$ cat src/rtl/j1_boot_loader.sv
// j1_boot_loader: UART byte-stream loader for the j1a code/data RAM.
// Frame: SYNC_BYTE, LEN_LO, LEN_HI, LEN little-endian 16-bit words, CSUM.
// Words are written sequentially from address 0. The j1 is held in reset
// until a complete frame has been accepted.
// Optional feature: define BOOT_CHECKSUM_EN to compare CSUM against the XOR
// of every byte after SYNC. Without it the CSUM byte is consumed unchecked.
//
// Handshake: rx_valid is a single-cycle strobe and rx_data is only looked
// at in that cycle; there is no back-pressure. mem_wr is a single-cycle
// strobe with mem_addr/mem_dout valid in the same cycle.
//
// dbg_state encoding: 0 WAIT_SYNC, 1 LEN_LO, 2 LEN_HI, 3 DATA_LO,
// 4 DATA_HI, 5 CSUM, 6 RUN, 7 ERR.
module j1_boot_loader #(
  parameter int          LOG2ABITS      = 12,
  parameter int          DWIDTH         = 16,
  parameter logic [7:0]  SYNC_BYTE      = 8'hA5,
  parameter int          TIMEOUT_CYCLES = 1000000
) (
  input  logic                 clk,
  input  logic                 reset,
  input  logic                 boot_req,
  input  logic                 rx_valid,
  input  logic [7:0]           rx_data,
  output logic                 mem_wr,
  output logic [LOG2ABITS-1:0] mem_addr,
  output logic [DWIDTH-1:0]    mem_dout,
  output logic                 cpu_reset,
  output logic                 busy,
  output logic                 boot_err,
  output logic [LOG2ABITS:0]   words_loaded,
  output logic [2:0]           dbg_state
);

  typedef enum logic [2:0] {
    S_WAIT_SYNC = 3'd0,
    S_LEN_LO    = 3'd1,
    S_LEN_HI    = 3'd2,
    S_DATA_LO   = 3'd3,
    S_DATA_HI   = 3'd4,
    S_CSUM      = 3'd5,
    S_RUN       = 3'd6,
    S_ERR       = 3'd7
  } state_t;

  // Timeout counter only needs to reach TIMEOUT_CYCLES-1.
  localparam int                  TW       = $clog2(TIMEOUT_CYCLES);
  localparam logic [TW-1:0]       TMO_LAST = TW'(TIMEOUT_CYCLES - 1);
  localparam logic [TW-1:0]       TMO_ONE  = TW'(1);
  localparam logic [16:0]         MAX_LEN  = 17'(2 ** LOG2ABITS);
  localparam logic [LOG2ABITS:0]  WL_ONE   = (LOG2ABITS + 1)'(1);

  state_t                 state_q;
  logic                   mem_wr_q;
  logic [LOG2ABITS-1:0]   mem_addr_q;
  logic [DWIDTH-1:0]      mem_dout_q;
  logic                   cpu_reset_q;
  logic                   busy_q;
  logic                   boot_err_q;
  logic [LOG2ABITS:0]     words_q;
  logic [7:0]             len_lo_q;
  logic [15:0]            len_q;
  logic [7:0]             data_lo_q;
  logic [TW-1:0]          tmo_q;

  logic [15:0]            len_d;
  logic                   len_too_big;
  logic [LOG2ABITS:0]     words_d;
  logic                   last_word;
  logic                   tmo_expired;
  logic                   csum_ok;

  assign len_d       = {rx_data, len_lo_q};
  assign len_too_big = {1'b0, len_d} > MAX_LEN;
  assign words_d     = words_q + WL_ONE;
  assign last_word   = 32'(words_d) == 32'(len_q);
  assign tmo_expired = busy_q && !rx_valid && (tmo_q == TMO_LAST);

`ifdef BOOT_CHECKSUM_EN
  logic [7:0] csum_q;

  // Running XOR of every byte after SYNC, restarted on each accepted SYNC.
  always_ff @(posedge clk) begin
    if (reset) begin
      csum_q <= 8'h00;
    end else if (rx_valid && !boot_req) begin
      if (state_q == S_WAIT_SYNC && rx_data == SYNC_BYTE) begin
        csum_q <= 8'h00;
      end else if (state_q == S_LEN_LO || state_q == S_LEN_HI ||
                   state_q == S_DATA_LO || state_q == S_DATA_HI) begin
        csum_q <= csum_q ^ rx_data;
      end
    end
  end

  assign csum_ok = (rx_data == csum_q);
`else
  assign csum_ok = 1'b1;
`endif

  // Frame FSM with all outputs registered alongside the state.
  always_ff @(posedge clk) begin
    if (reset) begin
      state_q     <= S_WAIT_SYNC;
      mem_wr_q    <= 1'b0;
      mem_addr_q  <= '0;
      mem_dout_q  <= '0;
      cpu_reset_q <= 1'b1;
      busy_q      <= 1'b0;
      boot_err_q  <= 1'b0;
      words_q     <= '0;
      len_lo_q    <= 8'h00;
      len_q       <= 16'h0000;
      data_lo_q   <= 8'h00;
      tmo_q       <= '0;
    end else begin
      mem_wr_q <= 1'b0;
      if (boot_req) begin
        // Abort whatever is going on and wait for a fresh frame.
        state_q     <= S_WAIT_SYNC;
        cpu_reset_q <= 1'b1;
        boot_err_q  <= 1'b0;
        busy_q      <= 1'b0;
        words_q     <= '0;
        tmo_q       <= '0;
      end else if (tmo_expired) begin
        // Sender stalled mid-frame; words already written stay in RAM.
        state_q    <= S_ERR;
        boot_err_q <= 1'b1;
        busy_q     <= 1'b0;
        tmo_q      <= '0;
      end else begin
        if (rx_valid || !busy_q) begin
          tmo_q <= '0;
        end else begin
          tmo_q <= tmo_q + TMO_ONE;
        end
        if (rx_valid) begin
          case (state_q)
            S_WAIT_SYNC: begin
              if (rx_data == SYNC_BYTE) begin
                state_q <= S_LEN_LO;
                busy_q  <= 1'b1;
              end
            end
            S_LEN_LO: begin
              len_lo_q <= rx_data;
              state_q  <= S_LEN_HI;
            end
            S_LEN_HI: begin
              len_q      <= len_d;
              words_q    <= '0;
              mem_addr_q <= '0;
              if (len_too_big) begin
                state_q    <= S_ERR;
                boot_err_q <= 1'b1;
                busy_q     <= 1'b0;
              end else if (len_d == 16'h0000) begin
                state_q <= S_CSUM;
              end else begin
                state_q <= S_DATA_LO;
              end
            end
            S_DATA_LO: begin
              data_lo_q <= rx_data;
              state_q   <= S_DATA_HI;
            end
            S_DATA_HI: begin
              mem_wr_q   <= 1'b1;
              mem_dout_q <= {rx_data, data_lo_q};
              mem_addr_q <= words_q[LOG2ABITS-1:0];
              words_q    <= words_d;
              state_q    <= last_word ? S_CSUM : S_DATA_LO;
            end
            S_CSUM: begin
              busy_q <= 1'b0;
              if (csum_ok) begin
                state_q     <= S_RUN;
                cpu_reset_q <= 1'b0;
              end else begin
                state_q    <= S_ERR;
                boot_err_q <= 1'b1;
              end
            end
            default: begin
              // RUN and ERR ignore the UART.
            end
          endcase
        end
      end
    end
  end

  assign mem_wr       = mem_wr_q;
  assign mem_addr     = mem_addr_q;
  assign mem_dout     = mem_dout_q;
  assign cpu_reset    = cpu_reset_q;
  assign busy         = busy_q;
  assign boot_err     = boot_err_q;
  assign words_loaded = words_q;
  assign dbg_state    = state_q;

endmodule

$ cat config.mk
export PLATFORM = sky130hd
export DESIGN_NAME = j1_boot_loader
export DESIGN_NICKNAME = d
export VERILOG_FILES = /design/src/rtl/j1_boot_loader.sv
export SDC_FILE = /design/constraint.sdc
export NUM_CORES = 1
export LEC_CHECK = 0
export ABC_AREA = 0
export ABC_CLOCK_PERIOD_IN_PS = 5400
export CAP_MARGIN = 5
export CORE_ASPECT_RATIO = 0.5
export CORE_UTILIZATION = 39
export CTS_CLUSTER_DIAMETER = 150
export DETAILED_ROUTE_END_ITERATION = 10
export SYNTH_ARGS = -nofsm -noshare
export SYNTH_HDL_FRONTEND = slang
export SYNTH_SLANG_ARGS = --single-unit
$ cat constraint.sdc
create_clock -name clk -period 5.4 [get_ports clk]
set_input_delay 1.08 -clock clk [delete_from_list [all_inputs] [get_ports clk]]
set_output_delay 1.08 -clock clk [all_outputs]
set_load 0.005 [all_outputs]
---- After elaboration in Yosys (flattened, before gate mapping) ----
Index checks and enable logic that the tools add are counted.
word-level totals
  word-level logic and storage cells ...... 73
  input bits .............................. 12
  flip-flop bits (word level) ............. 100
  output and inout bits ................... 48
cells by class
  $add $sub $neg .......................... 2
  magnitude comparators ................... 1
  reduce and logical (&&, ||, !) cells .... 27
  bitwise gates (word level) .............. 3
  equal/unequal tests ..................... 11
  muxes and demuxes ....................... 17
operators by type and width
  operator               number
  $pmux 13 s2            1
  $pmux 12 s2            1
  $reduce_and 4->1       6
  $add 20x1->20 const B  1
  $eq 20x20->1 const B   1
  $mux 3                 6
  $pmux 3 s6             1
  $eq 13x16->1           1
  $gt 16x13->1 const B   1
  $logic_not 16->1       1
  $add 13x1->13 const B  1
  $reduce_and 3->1       4
  $eq 8x8->1 const B     1
  $reduce_bool 2->1      4
  $reduce_or 4->1        2
  $mux 1                 7
  $reduce_bool 7->1      1
  $eq 3x2->1 const B     2
  $eq 3x3->1 const B     2
  $ne 2x2->1 const B     2
  $eq 3x1->1 const B     1
  $logic_not 3->1        1
  $ne 3x3->1 const B     1
  $not 1->1              3
  other kinds (7)        9

---- Longest topological paths before layout ----
Gate-level depths: netlist of run 1.
  depth in word-level cells ............... 6
  gate-level depth with buffers ........... 9
  depth with buffers taken out ............ 7

---- Worst setup path before layout of run 1 ----
Ideal clock, no wire load.
  kind .................................... input-to-reg
  start point ............................. in reset
  end point ............................... reg tmo_q[15]
  data required time ...................... 5.329 ns
  path buffers ............................ 3
  setup time .............................. 0.071 ns
  setup slack ............................. 2.974 ns
  data arrival time ....................... 2.356 ns
  cell stages on the path ................. 6
  cells stage by stage .................... clkbuf_1 -> or2_2 -> buf_2 -> or3_1 -> clkbuf_1 -> a21oi_1
between the ends
  cells in the longest elaborated chain, start to end .. 1
ends and longest elaborated chain
  item                       RTL line  RTL
  from (decl)                21        input logic reset,
  $reduce_or 4->1 (no line)  -
  to (signal assigned)       136       tmo_q <= tmo_q + TMO_ONE;
  to (decl)                  64        logic [TW-1:0] tmo_q;
No other way between the ends.
A chain may end at the register's enable or synchronous reset.

---- Worst setup path after layout of run 1 ----
  start point ............................. in rx_valid
  end point ............................... reg mem_addr_q[10] (netlist: mem_addr[10])
between the ends
  cells in the longest elaborated chain, start to end .. 5
ends and longest elaborated chain
  item                            RTL line  RTL
  from (decl)                     23        input logic rx_valid,
  $logic_not 1->1                 77        assign tmo_expired = busy_q && !rx_valid && (tmo_q == TMO_LAST);
  $logic_and 1x1->1 (2 in a row)  77
  $not 1->1 (no line)             -
  $reduce_and 4->1 (no line) *    -
  to (signal assigned)            171       mem_addr_q <= words_q[LOG2ABITS-1:0];
  to (decl)                       55        logic [LOG2ABITS-1:0] mem_addr_q;
Mark *: on every way between the ends. The rest lies on a longest branch, timed or not.

==> key figures, run 1 <==
Worst setup path
  – Req. time, crit path: approximately 5.7 ns
  – Type of destination of the critical path: register
  – Crit path arrival time: 3.52 ns
  – WS Path Type: primary input to register
  – Worst-path cell chain: clkdlybuf4s50_1 > and2b_1 > nand3_2 > or2_2 > nand2_2 > nand3_1 > a21oi_1
  – Slowest cell on the critical path: or2_2
  – CP Max Fanout: 27
  – Startpoint Class: primary input
  – Largest stage delay, worst path: 0.62 ns
  – R2r worst-path depth: 7

Yosys
  – Register area share after synthesis: 0.4461
  – Top-count cell post-synth: dfxtp_1
  – Syn Inst Count: 553
  – Avg Synthesized Cell Area: 8.116 um2
  – Post-synth top cells: dfxtp_1 (100), nand2_1 (93), a21oi_1 (65)
  – Area contributors post-synth: dfxtp_1 (45%), nand2_1 (7.8%), a21oi_1 (7.2%)
  – Syn nets: about 570
  – Most used flip-flop cell after synthesis: dfxtp_1
  – Area leader, netlist: dfxtp_1
  – Async SR Flop Fraction: 0
  – Number of synthesized flops with an enable pin: 0
  – Count of state elements after synthesis: 100
  – Cell Area, Synth: 4488 um2
  – Synth top area share: 0.4461
  – Yosys warning total: 0
  – Count of cell types in the netlist: 57

Layout
  – Diodes inserted: 0
  – Syn-to-layout area delta: 20.57%
  – NumNets Final: around 610
  – Non-Filler Instances: 742
  – Layout cells sized above 1: 0.05695

Timing
  – Period utilization: 0.6014
  – Setup TNS: 0 ns
  – Fmax: 307.9 MHz
  – Post-layout minimum cycle time: 3.247 ns
  – Final Skew: between 0.01 and 0.015 ns
  – RSZ-0062 raised after global routing: false
  – Final hold violation count: 0
  – Worst-margin pin slew: 0.8465 ns
  – Count of final max-slew check failures: 0
  – Slew HR: 0.4336
  – Setup Viol. Count Final: 0

Global route
  – Grt total ovfl: 0
  – Initial antenna violation count: 0
  – Largest net degree at the start of global routing: 64
  – Number of global-route vias before repair: 3,451
  – GRT Util Overall: 0.1862
  – Global-route wire length before repair: between 15,000 and 20,000 um

Worst hold path
  – Hold Path Depth: 2
  – Worst Hold Class: register to register

Drt
  – Initial DRC count: 208
  – Vias post-DR: roughly 3,800
  – Pre-Repair DR Iteration Count: 4
  – DRT Wirelength: between 10,000 and 15,000 um
  – WL/cell: 14.26 um
  – Via density: 5.168
  – Antenna Nets Post-Route: 0
  – Residual DRC: 0

Clock network
  – Clk sinks: 100
  – H-tree levels: 3
  – Setup bufs post-CTS: 0
  – CTS Buf Count: 9
  – Post-CTS Hold Buffers: 0
  – Root Driver: clkbuf_16
  – CTS tree: done
  – Reg clk slew, reported paths: approximately 0.07 ns
  – Skew-Pair Late Insertion Delay: between 0.3 and 0.4 ns
  – CTS Buffer Depth: 2
  – CTS resizes: 0

Floorplanning
  – Full die area: between 10,000 and 15,000 um2
  – DIE WIDTH: between 150 and 200 um
  – IO Pins: 60
  – Starting density of the core: 0.4050
  – CORE AREA: about 11,000 um2
  – Row cnt: 27
  – Die Y-Extent: roughly 78 um

Status
  – Status: finished, final reports clean

Flow run
  – Maxcap violations: 0

Place
  – IO buf count: 59
  – Post-Place Cells: roughly 730
  – Post-DP HPWL: between 7000 and 8000 um
  – Gp weighted congestion: 0.8284

Power and ir drop
  – LEAKAGE: around 1.8 nW
  – VDD IR max: 0.0001427 V
  – Power Density: approximately 260 nW/um2
[state kept, by name (all words and copies together), names as in the netlist]
signal and cells:
len_q 16, cpu_reset 1, tmo_q 20, boot_err 1, data_lo_q 8, words_loaded 13, len_lo_q 8, busy 1
mem_dout 16, dbg_state 3, mem_wr 1, mem_addr 12
[area by class of cell]
class | count | area, um2
clock buffers | 11 | 252.7
inverters | 4 | 15.01
fillers | 1110 | 5669
multi-input cells | 414 | 2310
repair buffers | 63 | 615.6
clock inverters | 5 | 35.03
flip-flops and latches | 100 | 2002
well taps | 145 | 181.4
[stage by stage]
stage	util	hold WS (ns)	area, um2	total power, W	setup slack, ns
floorplan	-	0.4312	4488	0.0007686	2.974
global placement	0.4624	0.4418	5124	0.0007860	1.897
detailed placement	0.4624	0.4451	5124	0.0007859	1.809
CTS	0.4884	0.4542	5411	0.001402	2.169
global route	0.4884	0.4815	5411	0.001439	1.924
finish	0.4884	0.4526	5411	0.001386	2.153
[placed cells by master, fill, tap and decap left out, types with 4 or more instances in the layout]
master,count
xor2_1,20
or3_1,5
nand2_1,93
clkdlybuf4s50_1,58
a31oi_1,5
and3_1,4
mux2i_1,16
nand4_1,6
dfxtp_1,100
buf_4,4
xnor2_1,13
nor3_1,11
nor2_1,63
a21oi_1,65
o21ai_0,18
nand3_1,35
nor4_1,10
clkbuf_16,9
[layer usage]
| metal | track usage | part of all wire | up-vias |
|---|---|---|---|
| met1 | 0.2579 | 0.50 | 1776 |
| met2 | 0.2859 | 0.45 | 68 |
| met5 | 0 | 0 | - |
| met4 | 0.05200 | 0.012 | 0 |
| li1 | - | - | 1982 |
| met3 | 0.04581 | 0.040 | 9 |
[power breakdown]
group | total (W) | internal, W | switching, W
sequential | 0.000737 | 0.000737 | 0.0000000307
combinational | 0.0000315 | 0.0000101 | 0.0000214
clock | 0.000617 | 0.000338 | 0.000279
[worst max-delay path, delay by kind of cell]
family                 cells  cell delay (ns)
AOI/OAI and AO/OA          1             0.17
buffers and inverters      1             0.60
and+or+nand+nor            5             1.65
[worst paths after layout]
path	slack [ns]	to	start
setup / recovery	2.15	mem_addr[10]	rx_valid
hold / removal	0.45	mem_dout[5]	data_lo_q[5]
setup reg to reg	2.74	dbg_state[1]	words_loaded[0]
hold reg to reg	0.45	mem_dout[5]	data_lo_q[5]
[logic make-up (layout without fill, tap and decap cells)]
group | Yosys count | in the layout | share of synthesized area
fa+ha+maj | 2 | 2 | 0.005575
buf+inv | 39 | 83 | 0.03931
compound gates | 102 | 102 | 0.1243
simple gates | 260 | 260 | 0.2821
flops | 100 | 100 | 0.4461
xor+xnor | 33 | 33 | 0.06440
mux | 17 | 17 | 0.03819
Power figures use the tool's default switching activity.
==> run 2: changes to the inputs <==
ABC_CLOCK_PERIOD_IN_PS = 2700   (was 5400)
clock period = 2.7 ns   (was 5.4 ns; I/O delays follow)
==> key figures, run 2 (same netlist as run 1, synthesis figures left out) <==
Status
  – Status: finished, final reports clean

Layout
  – Diodes inserted: 0
  – Most common cell after layout, fill and taps aside: dfxtp_1
  – Storage cell area: about 2000 um2
  – Footprint of the multi-input gates: 2312 um2
  – Post-route cell area: 5548 um2
  – Fillers: about 1,100
  – Most flops, register: tmo_q
  – Max reg flops: 20
  – Most frequent cells in the layout: dfxtp_1 (99), nand2_1 (93), a21oi_1 (65)
  – Syn-to-layout area delta: 23.61%
  – Layout cells sized above 1: 0.08455
  – NumNets Final: 624

Worst setup path
  – Bufs and invs on worst path: 0
  – Crit path arrival time: ~2.7 ns
  – RR Startpoint: words_loaded[1]
  – Reg2Reg Setup Slack: around 0.22 ns
  – Worst-path cell chain: ha_2 > and3_1 > and4_4 > mux2_1 > a221oi_1 > nand4_1 > o21a_1
  – CP Max Fanout: 7
  – Slowest cell on the critical path: dfxtp_2
  – Worst reg2reg path endpoint: dbg_state[1]
  – Crit-path leading delay family: simple AND/OR/NAND/NOR gates
  – R2r worst-path depth: 7
  – Req. time, crit path: 2.94 ns
  – WS Path Type: register to register
  – Largest stage delay, worst path: roughly 0.41 ns
  – Startpoint Class: register
  – Type of destination of the critical path: register

Timing
  – Final hold slack: ~0.45 ns
  – Fmax: about 400 MHz
  – Worst-margin pin slew: between 0.7 and 0.8 ns
  – Fin worst setup slack: ~0.22 ns
  – Period utilization: 0.9173
  – Post-layout minimum cycle time: around 2.5 ns
  – Final hold violation count: 0
  – Setup TNS: 0 ns
  – Slew HR: 0.4989
  – RSZ-0062 raised after global routing: false
  – Final Skew: ~0.0044 ns
  – Count of final max-slew check failures: 0
  – Setup Viol. Count Final: 0

Power and ir drop
  – LEAKAGE: approximately 1.9 nW
  – Power Density: between 500 and 600 nW/um2
  – VDD IR max: 0.0002963 V

Worst hold path
  – Critical hold path startpoint: mem_dout[10]
  – Hold Path Depth: 2
  – Worst Hold Class: register to register
  – Hold EP: mem_dout[10]

Drt
  – Initial DRC count: ~260
  – Antenna Nets Post-Route: 0
  – WL met3: between 400 and 500 um
  – Routed met1 length: 5544 um
  – Via density: approximately 5.2
  – WL/cell: between 10 and 15 um
  – Metal2 WL: roughly 5000 um
  – Vias post-DR: 3,968
  – Residual DRC: 0
  – Pre-Repair DR Iteration Count: 4
  – Max Used Layer: met4
  – DRT Wirelength: between 10,000 and 15,000 um

Clock network
  – Reg clk slew, reported paths: 0.06 ns
  – Setup bufs post-CTS: 0
  – H-tree levels: 3
  – Root Driver: clkbuf_16
  – Skew-Pair Late Insertion Delay: between 0.3 and 0.4 ns
  – Post-CTS Hold Buffers: 0
  – CTS Buf Count: 9
  – Clk sinks: 100
  – CTS tree: done
  – CTS resizes: 0
  – CTS Buffer Depth: 2

Place
  – Post-DP HPWL: 8069 um
  – Post-DP Area: approximately 5300 um2
  – Gp weighted congestion: about 0.83
  – Place WS: 0.07326 ns
  – IO buf count: about 60

Floorplanning
  – CORE AREA: about 11,000 um2
  – Die Y-Extent: ~78 um
  – IO Pins: 60
  – Full die area: 11,970 um2
  – Starting density of the core: 0.4050
  – DIE WIDTH: roughly 150 um
  – Row cnt: 27

Global route
  – Grt total ovfl: 0
  – Initial antenna violation count: 0
  – Number of global-route vias before repair: between 3,000 and 4,000
  – Global-route wire length before repair: between 15,000 and 20,000 um
  – Largest net degree at the start of global routing: 63
  – GRT Util Overall: 0.2001

Flow run
  – Maxcap violations: 0
[run 2: where the power goes]
part	switching, W	total [W]	internal [W]
logic	0.0000464	0.0000741	0.0000277
clock network	0.000550	0.00126	0.000714
registers	0.0000000631	0.00147	0.00147
total	0.000596	0.00281	0.00222
[run 2: how the worst max path moves through the flow]
stage,start,endpoint,depth (start not counted)
final,words_loaded[1],dbg_state[1],7
after detailed placement,words_loaded[1],dbg_state[1],7
after global routing,words_loaded[1],dbg_state[1],7
after floorplan,words_loaded[0],dbg_state[1],7
after global placement,words_loaded[1],dbg_state[1],7
after CTS,words_loaded[1],dbg_state[1],7
[run 2: stage by stage]
stage	utilization	instances	power (W)
floorplan	-	553	0.001537
global placement	0.4746	744	0.001582
detailed placement	0.4746	744	0.001582
CTS	0.5003	760	0.002846
global route	0.5007	760	0.002907
finish	0.5007	760	0.002813
[run 2: worst reg2reg max path: stages, from the launching register on]
cell and delay [ns]:
dfxtp_2 0.41, ha_2 0.27, and3_1 0.26, and4_4 0.27
mux2_1 0.33, a221oi_1 0.29, nand4_1 0.28, o21a_1 0.26
[run 2: layout make-up]
cell class / count / area share
multi-input cells: 414 / 0.4168
well taps: 145 / 0.03270
inverters: 4 / 0.002706
flip-flops and latches: 100 / 0.3611
clock buffers: 11 / 0.04195
clock inverters: 5 / 0.009472
repair buffers: 81 / 0.1353
[run 2: per-layer routing]
layer,up-vias,GRT usage
li1,2017,-
met3,15,0.05028
met5,-,0
met4,0,0.05700
met2,79,0.3141
met1,1857,0.2715
